## config.mk

```make
export PLATFORM = sky130hd
export DESIGN_NAME = aos_sr_responder
export DESIGN_NICKNAME = d
export VERILOG_FILES = /design/src/rtl/aos_sr_responder_pkg.sv /design/src/rtl/aos_sr_responder_fifo.sv /design/src/rtl/aos_sr_responder.sv
export SDC_FILE = /design/constraint.sdc
export NUM_CORES = 2
export LEC_CHECK = 0
export ABC_CLOCK_PERIOD_IN_PS = 48700
export CAP_MARGIN = 20
export CORE_AREA = 2 2 526 528
export CTS_BUF_LIST = sky130_fd_sc_hd__clkbuf_16
export CTS_CLUSTER_DIAMETER = 30
export DETAILED_ROUTE_END_ITERATION = 7
export DIE_AREA = 0 0 528 530
export SKIP_CTS_REPAIR_TIMING = 1
export SLEW_MARGIN = 20
export SYNTH_ARGS = -nofsm -noshare
export SYNTH_HDL_FRONTEND = slang
export SYNTH_SLANG_ARGS = --single-unit
```

## constraint.sdc

```tcl
create_clock -name clk -period 48.7 [get_ports clk]
set_clock_uncertainty 0.1 [all_clocks]
set_input_delay 9.74 -clock clk [delete_from_list [all_inputs] [get_ports clk]]
set_output_delay 9.74 -clock clk [all_outputs]
set_load 0.05 [all_outputs]
```

## src/rtl/aos_sr_responder_pkg.sv

```systemverilog
`default_nettype none
// +----------------------------------------------------------------------------+
// | aos_sr_responder_pkg -- shared types for the SoftReg app-side responder    |
// | Rev 1.0                                                                    |
// +----------------------------------------------------------------------------+
package aos_sr_responder_pkg;

  localparam int          SR_IDX_MAX_W    = 16;
  localparam logic [63:0] SR_TIMEOUT_DATA = 64'hFFFF_FFFF_FFFF_FFFF;

  typedef enum logic {SR_CONFIG = 1'b0, SR_APP = 1'b1} sr_region_t;
  typedef enum logic {SR_IDLE = 1'b0, SR_APP_WAIT = 1'b1} sr_resp_state_t;

  typedef struct packed {
    logic        valid;
    logic        isWrite;
    logic [31:0] addr;
    logic [63:0] data;
  } SoftRegReq;

  typedef struct packed {
    logic        valid;
    logic [63:0] data;
  } SoftRegResp;

  typedef struct packed {
    logic                    isApp;
    logic [SR_IDX_MAX_W-1:0] idx;
    logic [63:0]             snap;
  } SRPendEntry;

endpackage
`default_nettype wire

```

## src/rtl/aos_sr_responder_fifo.sv

```systemverilog
`default_nettype none
// +----------------------------------------------------------------------------+
// | aos_sr_responder_fifo -- pending-read queue; full queue accepts on pop     |
// | Rev 1.0                                                                    |
// +----------------------------------------------------------------------------+
module aos_sr_responder_fifo #(
  parameter int WIDTH     = 8,
  parameter int LOG_DEPTH = 2
) (
  input  logic             clk,
  input  logic             rst,
  input  logic             enq,
  input  logic [WIDTH-1:0] enq_data,
  input  logic             deq,
  output logic [WIDTH-1:0] deq_data,
  output logic             full,
  output logic             empty
);
  localparam int               DEPTH    = 1 << LOG_DEPTH;
  localparam logic [LOG_DEPTH:0] CNT_FULL = (LOG_DEPTH + 1)'(DEPTH);

  logic [WIDTH-1:0]     mem_q [DEPTH];
  logic [LOG_DEPTH-1:0] wr_ptr_q, wr_ptr_d, rd_ptr_q, rd_ptr_d;
  logic [LOG_DEPTH:0]   count_q, count_d;
  logic                 do_enq, do_deq;

  assign full     = (count_q == CNT_FULL);
  assign empty    = (count_q == '0);
  assign do_deq   = deq && !empty;
  assign do_enq   = enq && (!full || do_deq);
  assign deq_data = mem_q[rd_ptr_q];

  always_comb begin
    wr_ptr_d = wr_ptr_q;
    rd_ptr_d = rd_ptr_q;
    count_d  = count_q;
    if (do_enq) wr_ptr_d = wr_ptr_q + 1'b1;
    if (do_deq) rd_ptr_d = rd_ptr_q + 1'b1;
    case ({do_enq, do_deq})
      2'b10:   count_d = count_q + 1'b1;
      2'b01:   count_d = count_q - 1'b1;
      default: count_d = count_q;
    endcase
  end

  always_ff @(posedge clk or posedge rst) begin
    if (rst) begin
      wr_ptr_q <= '0;
      rd_ptr_q <= '0;
      count_q  <= '0;
    end else begin
      wr_ptr_q <= wr_ptr_d;
      rd_ptr_q <= rd_ptr_d;
      count_q  <= count_d;
    end
  end

  // Storage needs no reset; occupancy alone defines validity.
  always_ff @(posedge clk) begin
    if (do_enq) mem_q[wr_ptr_q] <= enq_data;
  end

endmodule
`default_nettype wire

```

## src/rtl/aos_sr_responder.sv

```systemverilog
`default_nettype none
// +----------------------------------------------------------------------------+
// | aos_sr_responder -- SoftReg endpoint: config bank plus in-order app reads  |
// | Rev 1.0                                                                    |
// +----------------------------------------------------------------------------+
module aos_sr_responder
  import aos_sr_responder_pkg::*;
#(
  parameter int  NUM_REGS       = 16,
  parameter int  PEND_LOG_DEPTH = 2,
  parameter int  APP_TIMEOUT    = 255,
  localparam int IDX_W          = $clog2(NUM_REGS)
) (
  input  logic                      clk,
  input  logic                      rst,
  input  SoftRegReq                 sr_req,
  output SoftRegResp                sr_resp,
  output logic [NUM_REGS-1:0][63:0] cfg_regs,
  output logic                      app_wr_valid,
  output logic [IDX_W-1:0]          app_wr_idx,
  output logic [63:0]               app_wr_data,
  output logic                      app_rd_valid,
  output logic [IDX_W-1:0]          app_rd_idx,
  input  logic                      app_rd_ack,
  input  logic [63:0]               app_rd_data,
  output logic                      err_sticky,
  output logic [15:0]               drop_count
);
  localparam int               TMR_W   = $clog2(APP_TIMEOUT + 1);
  localparam logic [TMR_W-1:0] TMR_MAX = TMR_W'(APP_TIMEOUT);

  logic [NUM_REGS-1:0][63:0] cfg_q, cfg_d;
  SoftRegResp                resp_q, resp_d;
  logic                      app_wr_valid_q, app_wr_valid_d;
  logic [IDX_W-1:0]          app_wr_idx_q, app_wr_idx_d;
  logic [63:0]               app_wr_data_q, app_wr_data_d;
  logic                      app_rd_valid_q, app_rd_valid_d;
  logic [IDX_W-1:0]          app_rd_idx_q, app_rd_idx_d;
  logic                      err_q, err_d;
  logic [15:0]               drop_q, drop_d;
  sr_resp_state_t            state_q, state_d;
  logic [TMR_W-1:0]          timer_q, timer_d;

  logic [IDX_W-1:0] req_idx;
  sr_region_t       req_region;
  logic             req_oor, rd_req, enq, pop, fifo_full, fifo_empty;
  SRPendEntry       enq_entry, head_entry;
  logic             unused_head_idx;

  assign req_idx         = sr_req.addr[IDX_W-1:0];
  assign req_region      = sr_region_t'(sr_req.addr[IDX_W]);
  assign req_oor         = |sr_req.addr[31:IDX_W+1];
  assign rd_req          = sr_req.valid && !sr_req.isWrite;
  // A pop in the same cycle frees a slot in a full queue.
  assign enq             = rd_req && (!fifo_full || pop);
  assign unused_head_idx = ^head_entry.idx;

  always_comb begin
    cfg_d          = cfg_q;
    app_wr_valid_d = 1'b0;
    app_wr_idx_d   = app_wr_idx_q;
    app_wr_data_d  = app_wr_data_q;
    if (sr_req.valid && sr_req.isWrite && !req_oor) begin
      if (req_region == SR_CONFIG) begin
        cfg_d[req_idx] = sr_req.data;
      end else begin
        app_wr_valid_d = 1'b1;
        app_wr_idx_d   = req_idx;
        app_wr_data_d  = sr_req.data;
      end
    end
  end

  always_comb begin
    enq_entry                  = '0;
    enq_entry.isApp            = !req_oor && (req_region == SR_APP);
    enq_entry.idx[IDX_W-1:0]   = req_idx;
    if (!req_oor && (req_region == SR_CONFIG)) enq_entry.snap = cfg_q[req_idx];
  end

  always_comb begin
    state_d        = state_q;
    timer_d        = timer_q;
    pop            = 1'b0;
    resp_d.valid   = 1'b0;
    resp_d.data    = resp_q.data;
    app_rd_valid_d = app_rd_valid_q;
    app_rd_idx_d   = app_rd_idx_q;
    err_d          = err_q;
    drop_d         = drop_q;
    case (state_q)
      SR_IDLE: begin
        if (!fifo_empty) begin
          if (head_entry.isApp) begin
            app_rd_valid_d = 1'b1;
            app_rd_idx_d   = head_entry.idx[IDX_W-1:0];
            timer_d        = '0;
            state_d        = SR_APP_WAIT;
          end else begin
            pop          = 1'b1;
            resp_d.valid = 1'b1;
            resp_d.data  = head_entry.snap;
          end
        end
      end
      SR_APP_WAIT: begin
        if (app_rd_ack) begin
          pop            = 1'b1;
          resp_d.valid   = 1'b1;
          resp_d.data    = app_rd_data;
          app_rd_valid_d = 1'b0;
          state_d        = SR_IDLE;
        end else if (timer_q == TMR_MAX) begin
          pop            = 1'b1;
          resp_d.valid   = 1'b1;
          resp_d.data    = SR_TIMEOUT_DATA;
          err_d          = 1'b1;
          app_rd_valid_d = 1'b0;
          state_d        = SR_IDLE;
        end else begin
          timer_d = timer_q + TMR_W'(1);
        end
      end
      default: state_d = SR_IDLE;
    endcase
    if (rd_req && fifo_full && !pop) begin
      err_d = 1'b1;
      if (drop_q != 16'hFFFF) drop_d = drop_q + 16'd1;
    end
  end

  always_ff @(posedge clk or posedge rst) begin
    if (rst) begin
      cfg_q          <= '0;
      resp_q         <= '0;
      app_wr_valid_q <= 1'b0;
      app_wr_idx_q   <= '0;
      app_wr_data_q  <= '0;
      app_rd_valid_q <= 1'b0;
      app_rd_idx_q   <= '0;
      err_q          <= 1'b0;
      drop_q         <= '0;
      state_q        <= SR_IDLE;
      timer_q        <= '0;
    end else begin
      cfg_q          <= cfg_d;
      resp_q         <= resp_d;
      app_wr_valid_q <= app_wr_valid_d;
      app_wr_idx_q   <= app_wr_idx_d;
      app_wr_data_q  <= app_wr_data_d;
      app_rd_valid_q <= app_rd_valid_d;
      app_rd_idx_q   <= app_rd_idx_d;
      err_q          <= err_d;
      drop_q         <= drop_d;
      state_q        <= state_d;
      timer_q        <= timer_d;
    end
  end

  aos_sr_responder_fifo #(
    .WIDTH     ($bits(SRPendEntry)),
    .LOG_DEPTH (PEND_LOG_DEPTH)
  ) u_pend_fifo (
    .clk      (clk),
    .rst      (rst),
    .enq      (enq),
    .enq_data (enq_entry),
    .deq      (pop),
    .deq_data (head_entry),
    .full     (fifo_full),
    .empty    (fifo_empty)
  );

  assign sr_resp      = resp_q;
  assign cfg_regs     = cfg_q;
  assign app_wr_valid = app_wr_valid_q;
  assign app_wr_idx   = app_wr_idx_q;
  assign app_wr_data  = app_wr_data_q;
  assign app_rd_valid = app_rd_valid_q;
  assign app_rd_idx   = app_rd_idx_q;
  assign err_sticky   = err_q;
  assign drop_count   = drop_q;

endmodule
`default_nettype wire

```

# Word level (Yosys, flattened, before mapping)
# Memories as Yosys holds them, arrays and structs flattened.
# Cells that the tools add are included.
# word_totals
register_bits,1196
latch_bits,0
mem_bits_rw,276
romBits,0
in_bits,165
out_inout_bits,1180
wordCells,125
n_memories,1
# op_classes
n_addsub,6
mul,0
div_mod_pow,0
n_lt_le_gt_ge,2
eq_ne,12
shift,0
n_mux,40
bitwise,3
reduce_logical,31
# mem_list
memory,depth,word_bits,read_ports,rd_ports_with_merged_regs,write_ports,line,source
u_pend_fifo.mem_q,4,69,1,0,1,aos_sr_responder_fifo.sv:22,logic [WIDTH-1:0] mem_q [DEPTH];
# op_table
op,count
1024-bit bitwise mux,1
65-bit 2-to-1 mux,4
64-bit binary-select mux with 4-bit select,1
64-bit demux with 4-bit select,1
64-bit 2-to-1 mux,3
65-bit case mux with 2 select lines,1
8-bit 2-to-1 mux,4
27-bit OR reduction,1
1-bit 2-to-1 mux,20
16-bit by 1-bit adder with 16-bit output (second input constant),1
16-bit inequality test (second input constant),1
8-bit case mux with 2 select lines,1
3-bit AND reduction,4
1-bit logical AND,11
2-bit inequality test (second input constant),5
8-bit by 1-bit adder with 8-bit output (second input constant),1
8-bit == test (second input constant),1
1-bit case mux with 2 select lines,3
3-bit case mux with 2 select lines,1
2-bit AND reduction,3
2-bit nonzero test,3
1-bit logical NOT,5
4-bit by 5-bit less-than comparator with 1-bit output (second input constant),1
2-bit by 1-bit adder with 2-bit output (second input constant),2
12 further kinds,15

# Logic depth before layout (Yosys ltp)
# depth
word_depth,9
mapped_depth,12
ltp_nobuf,12

# Hierarchy
# From an unflattened synthesis, not the netlist that was laid out.
# hier_totals
hier_cells,3841
area_unflattened_um2,65001.1
# by_module_without_submodules
mod,n_inst,cells_each,area_per_inst_um2,seq_area_each_um2
aos_sr_responder,1,3379,52907.0,29753.5
aos_sr_responder_fifo,1,462,12094.1,9904.5

# Worst setup path before layout
# OpenSTA, ideal clock, no wires.
# synth_path
path_kind,input-to-reg
start,input app_rd_ack
end,memory u_pend_fifo.mem_q[0][0] in the netlist's numbering (enable)
setup_ns,0.435
t_arrival_ns,11.874
path_slack_ns,36.292
stages,4
cell_sequence,a21o_1 -> a21oi_1 -> a21oi_2 -> and2_1
# synth_between
elab_chain_len,7
# synth_rtl
item,line,source
start: declaration,aos_sr_responder.sv:24,"input logic app_rd_ack,"
1-bit 2-to-1 mux (*),aos_sr_responder.sv:107,if (app_rd_ack) begin
1-bit case mux with 2 select lines (*),aos_sr_responder.sv:91,case (state_q)
1-bit logical OR or 1-bit logical AND (tied branches),"aos_sr_responder.sv:55, aos_sr_responder_fifo.sv:29",
1-bit logical AND or 1-bit logical OR (tied branches),"aos_sr_responder.sv:55, aos_sr_responder_fifo.sv:30",
1-bit logical AND (*),aos_sr_responder_fifo.sv:30,assign do_enq = enq && (!full || do_deq);
1-bit 2-to-1 mux (*),aos_sr_responder_fifo.sv:60,if (do_enq) mem_q[wr_ptr_q] <= enq_data;
1-bit 2-to-1 mux (implied by the code) (*),aos_sr_responder_fifo.sv:60,
end: declaration,aos_sr_responder_fifo.sv:22,
# Mark *: on every way between the ends. The rest lies on a longest branch, timed or not.

==> run_results.csv <==
group,metric,value,unit
status,result_of_the_run,"finished, final reports clean",
critical_path,rr_endpoint,"u_pend_fifo.mem_q[3][58]",
global_routing,grt_use_total,21.1,%
routing,vias,44600,
global_routing,global_route.usage.met2,32.2,%
synthesis,synth-edff-count,276,
critical_path,worstSetupStartpoint,"rst",
synthesis,async_flop_share,81.3,%
sta,slew-limit-headroom,18.7,%
synthesis,synth_fp_nets,4000,
cells_and_area,final_common_cell,"sky130_fd_sc_hd__clkdlybuf4s50_1",
cts,clock_sink_count,1472,
synthesis,yosys_register_bits,1472,
synthesis,mappedNetlistArea,0.0642,sq mm
critical_path,path_buf_inv,10,
cts,clock_tree.root_cell,"sky130_fd_sc_hd__clkbuf_16",
critical_path,critPathRequiredTime,49.53,ns
cells_and_area,final_cell_mix,"sky130_fd_sc_hd__clkdlybuf4s50_1, sky130_fd_sc_hd__dfrtp_1, sky130_fd_sc_hd__mux2_2, sky130_fd_sc_hd__mux4_2, sky130_fd_sc_hd__clkbuf_16",
placed_design,gp_routability_congestion,0.893,
cells_and_area,final_layout_size_suffix_gt1_share,37.3,%
sta,max_clock_freq,61.7,MHz
critical_path,critical_path_endpoint_category,"asynchronous set/reset pin",
critical_path,worstPathCellList,"clkdlybuf4s50_1, inv_8, buf_4, buf_4, buf_4, buf_4, buf_4, buf_4, buf_4, buf_4",
placed_design,buffer_ports.inserted,1344,
cells_and_area,fillers,26300,
sta,finalMaxSlewViolations,0,
critical_path,timing.critical_path.mode_cell,"sky130_fd_sc_hd__buf_4",
routing,post_dr_vias_cell,4.84,
cts,cts_buffers,352,
critical_path,critical_path_class,"in2async",
cells_and_area,final_nets,5469,
synthesis,synthDistinctLibCells,46,
routing,routed_wl,304000,um
cts,clock_path_buffers,4,
sta,hold_viol,0,
die,fp.dieArea,0.280,sq mm
global_routing,use_met3,7.18,%
sta,setup-tns-final,0,ns
cts,cts.htree.levels,5,
critical_path,max_stage_delay,0.85,ns
routing,detail-route-antenna-nets,0,
synthesis,synthesized_area_per_cell,16.8,sq um
global_routing,first_pass_grt_wire_length,411000,um
synthesis,yosysWarningCount,0,
cts,worstSkewPairLatency,0.88,ns
sta,period_needed,16.20,ns
sta,setup_ws,32.50,ns
cells_and_area,area_delta_synth_final,45.1,%
synthesis,synth_seq_area_share,59.5,%
critical_path,crit-reg2reg-launch,"u_pend_fifo.rd_ptr_q[0]",
cts,clk_pin_slew_worst_paths,0.05,ns
die,initial_core_util,23.4,%
die,io_pins,1345,
die,placement_rows,193,
job,timing.max_cap.violations,0,
sta,worst_margin_slew,1.22,ns
sta,rsz0062_at_grt,"no",
pwr,static-leakage-power,40.4,nW
critical_path,reg2regPathDepth,6,
sta,post-route-period-util,33.3,%
critical_path,start_kind,"primary input",
cts,cts_tree,"built",
global_routing,grtUsageMet1,27.1,%
routing,route.detailed.wl_per_inst,33.0,um
critical_path,worst_path_max_delay_cell,"sky130_fd_sc_hd__buf_4",
global_routing,number_of_antenna_violations_at_the_first_check_in_global_routing,41,
sta,setup_violations,0,
pwr,pwr_density_cell,46.1,mW/mm^2
die,floorplan.die.height,530,um
sta,holdWs,0.383,ns
critical_path,r2r_slack,44.47,ns
synthesis,ys_dominant_reg_cell,"sky130_fd_sc_hd__dfrtp_1",
global_routing,gr-max-usage-layer,"met2",
synthesis,syn-instance-count,3827,
routing,route.detailed.drc,0,
critical_path,worstPathArrival,17.03,ns
placed_design,dp.final_hpwl,217000,um
critical_path,crit_path_depth,10,
critical_path,setup.worst_path.end,"cfg_regs[805]",
global_routing,global_route.overflow_total,0,
die,core_area,0.275,sq mm
critical_path,top_cell_family_by_delay_on_the_critical_path,"buffers and inverters",
hold_path,worst_hold_path.num_cells,1,
routing,drc_marker_count_from_the_first_detailed_route_iteration,3456,
critical_path,critPathMaxFanout,103,
pwr,power.ir.vdd_worst,0.0000383,V
die,floorplan.die.width,528,um
global_routing,grt_pass1_vias,46800,
routing,detailedRoute.firstPassIterationCount,5,
placed_design,dpl_worst_slack,31.36,ns
global_routing,grt_start_max_net_pins,104,
hold_path,timing.hold.worst.class,"reg2reg",
[worst reg2reg max path, stage by stage, from the launching register on]
cell                      delay [ns]
sky130_fd_sc_hd__dfrtp_4        0.81
sky130_fd_sc_hd__mux4_2         0.69
sky130_fd_sc_hd__nor3_4         0.20
sky130_fd_sc_hd__a21oi_4        0.05
sky130_fd_sc_hd__a21oi_2        0.36
sky130_fd_sc_hd__and2_4         0.69
sky130_fd_sc_hd__buf_4          0.72
[where the power goes]
group / internal [W] / switching (W)
registers: 0.00132 / 0.0000438
logic: 0.000193 / 0.000391
clock network: 0.00157 / 0.000780
[synth_stat cells (9+ instances only)]
master                     number  share of area, %
sky130_fd_sc_hd__dfrtp_1     1196                47
sky130_fd_sc_hd__buf_6         55              0.97
sky130_fd_sc_hd__mux2_2       961                17
sky130_fd_sc_hd__mux4_2       389                14
sky130_fd_sc_hd__nor2b_1       71              0.69
sky130_fd_sc_hd__nand2_1      206               1.2
sky130_fd_sc_hd__xnor2_1       15              0.20
sky130_fd_sc_hd__a21oi_1       67              0.52
sky130_fd_sc_hd__clkbuf_1     156              0.91
sky130_fd_sc_hd__buf_2         37              0.29
sky130_fd_sc_hd__xor2_1         9              0.12
sky130_fd_sc_hd__buf_4         39              0.46
sky130_fd_sc_hd__edfxtp_1     276                13
sky130_fd_sc_hd__nand3_1       10             0.078
sky130_fd_sc_hd__and3_1        19              0.19
sky130_fd_sc_hd__nor2_1        14             0.082
sky130_fd_sc_hd__nand4_1        9             0.088
sky130_fd_sc_hd__mux2_4        70               1.6
sky130_fd_sc_hd__inv_1         74              0.43
sky130_fd_sc_hd__a221o_1       64               1.0
sky130_fd_sc_hd__buf_1         26              0.15
[layer usage]
metal / vias up / share of wire [%]
met1: 24200 / 41
li1: 17500 / -
met5: - / 0.0043
met2: 2397 / 45
met3: 513 / 9.8
met4: 2 / 4.3
[kinds of logic after synthesis]
logic type	share of synthesized area [%]
compound gates	1.67
buf+inv	3.21
simple gates	2.82
flops	59.5
xor+xnor	0.328
fa+ha+maj	0.168
mux	32.3
[registers in the layout, summed over array words and instances (netlist names)]
name / flops
cfg_regs: 1024
u_pend_fifo.mem_q: 276
sr_resp: 65
app_wr_data: 64
drop_count: 16
timer_q: 8
app_rd_idx: 4
app_wr_idx: 4
u_pend_fifo.count_q: 3
u_pend_fifo.rd_ptr_q: 2
u_pend_fifo.wr_ptr_q: 2
app_rd_valid: 1
app_wr_valid: 1
err_sticky: 1
state_q: 1
[cell type report]
class                      count  area (sq um)  area share, %
sequential                  1472         38200           41.0
multi-input combinational   1968         24000           25.8
timing repair buffer        1428         14100           15.1
clock buffer                 358          8960           9.62
tap                         3607          4510           4.85
clock inverter               293          2960           3.18
inverter                      74           285          0.306
antenna                       21          52.6         0.0564
[stage by stage]
| step | area (sq um) | total power (W) | instances | utilization [%] |
|---|---|---|---|---|
| global route | 93100 | 0.00443 | 9213 | 33.9 |
| detailed placement | 81200 | 0.00198 | 8549 | 29.5 |
| global placement | 81200 | 0.00197 | 8549 | 29.5 |
| finish | 93100 | 0.00430 | 9221 | 33.9 |
| CTS | 93100 | 0.00434 | 9200 | 33.9 |
| floorplan | 64200 | 0.00171 | 3827 | - |
[worst min path at each step]
stage,slack (ns),to,startpoint
floorplan,0.36,u_pend_fifo.count_q[2],u_pend_fifo.count_q[2]
global placement,0.36,err_sticky,err_sticky
detailed placement,0.38,err_sticky,err_sticky
CTS,0.39,app_rd_valid,app_rd_valid
global route,0.41,app_rd_valid,app_rd_valid
finish,0.38,err_sticky,err_sticky
No activity file was read; power rests on OpenSTA's default activity.
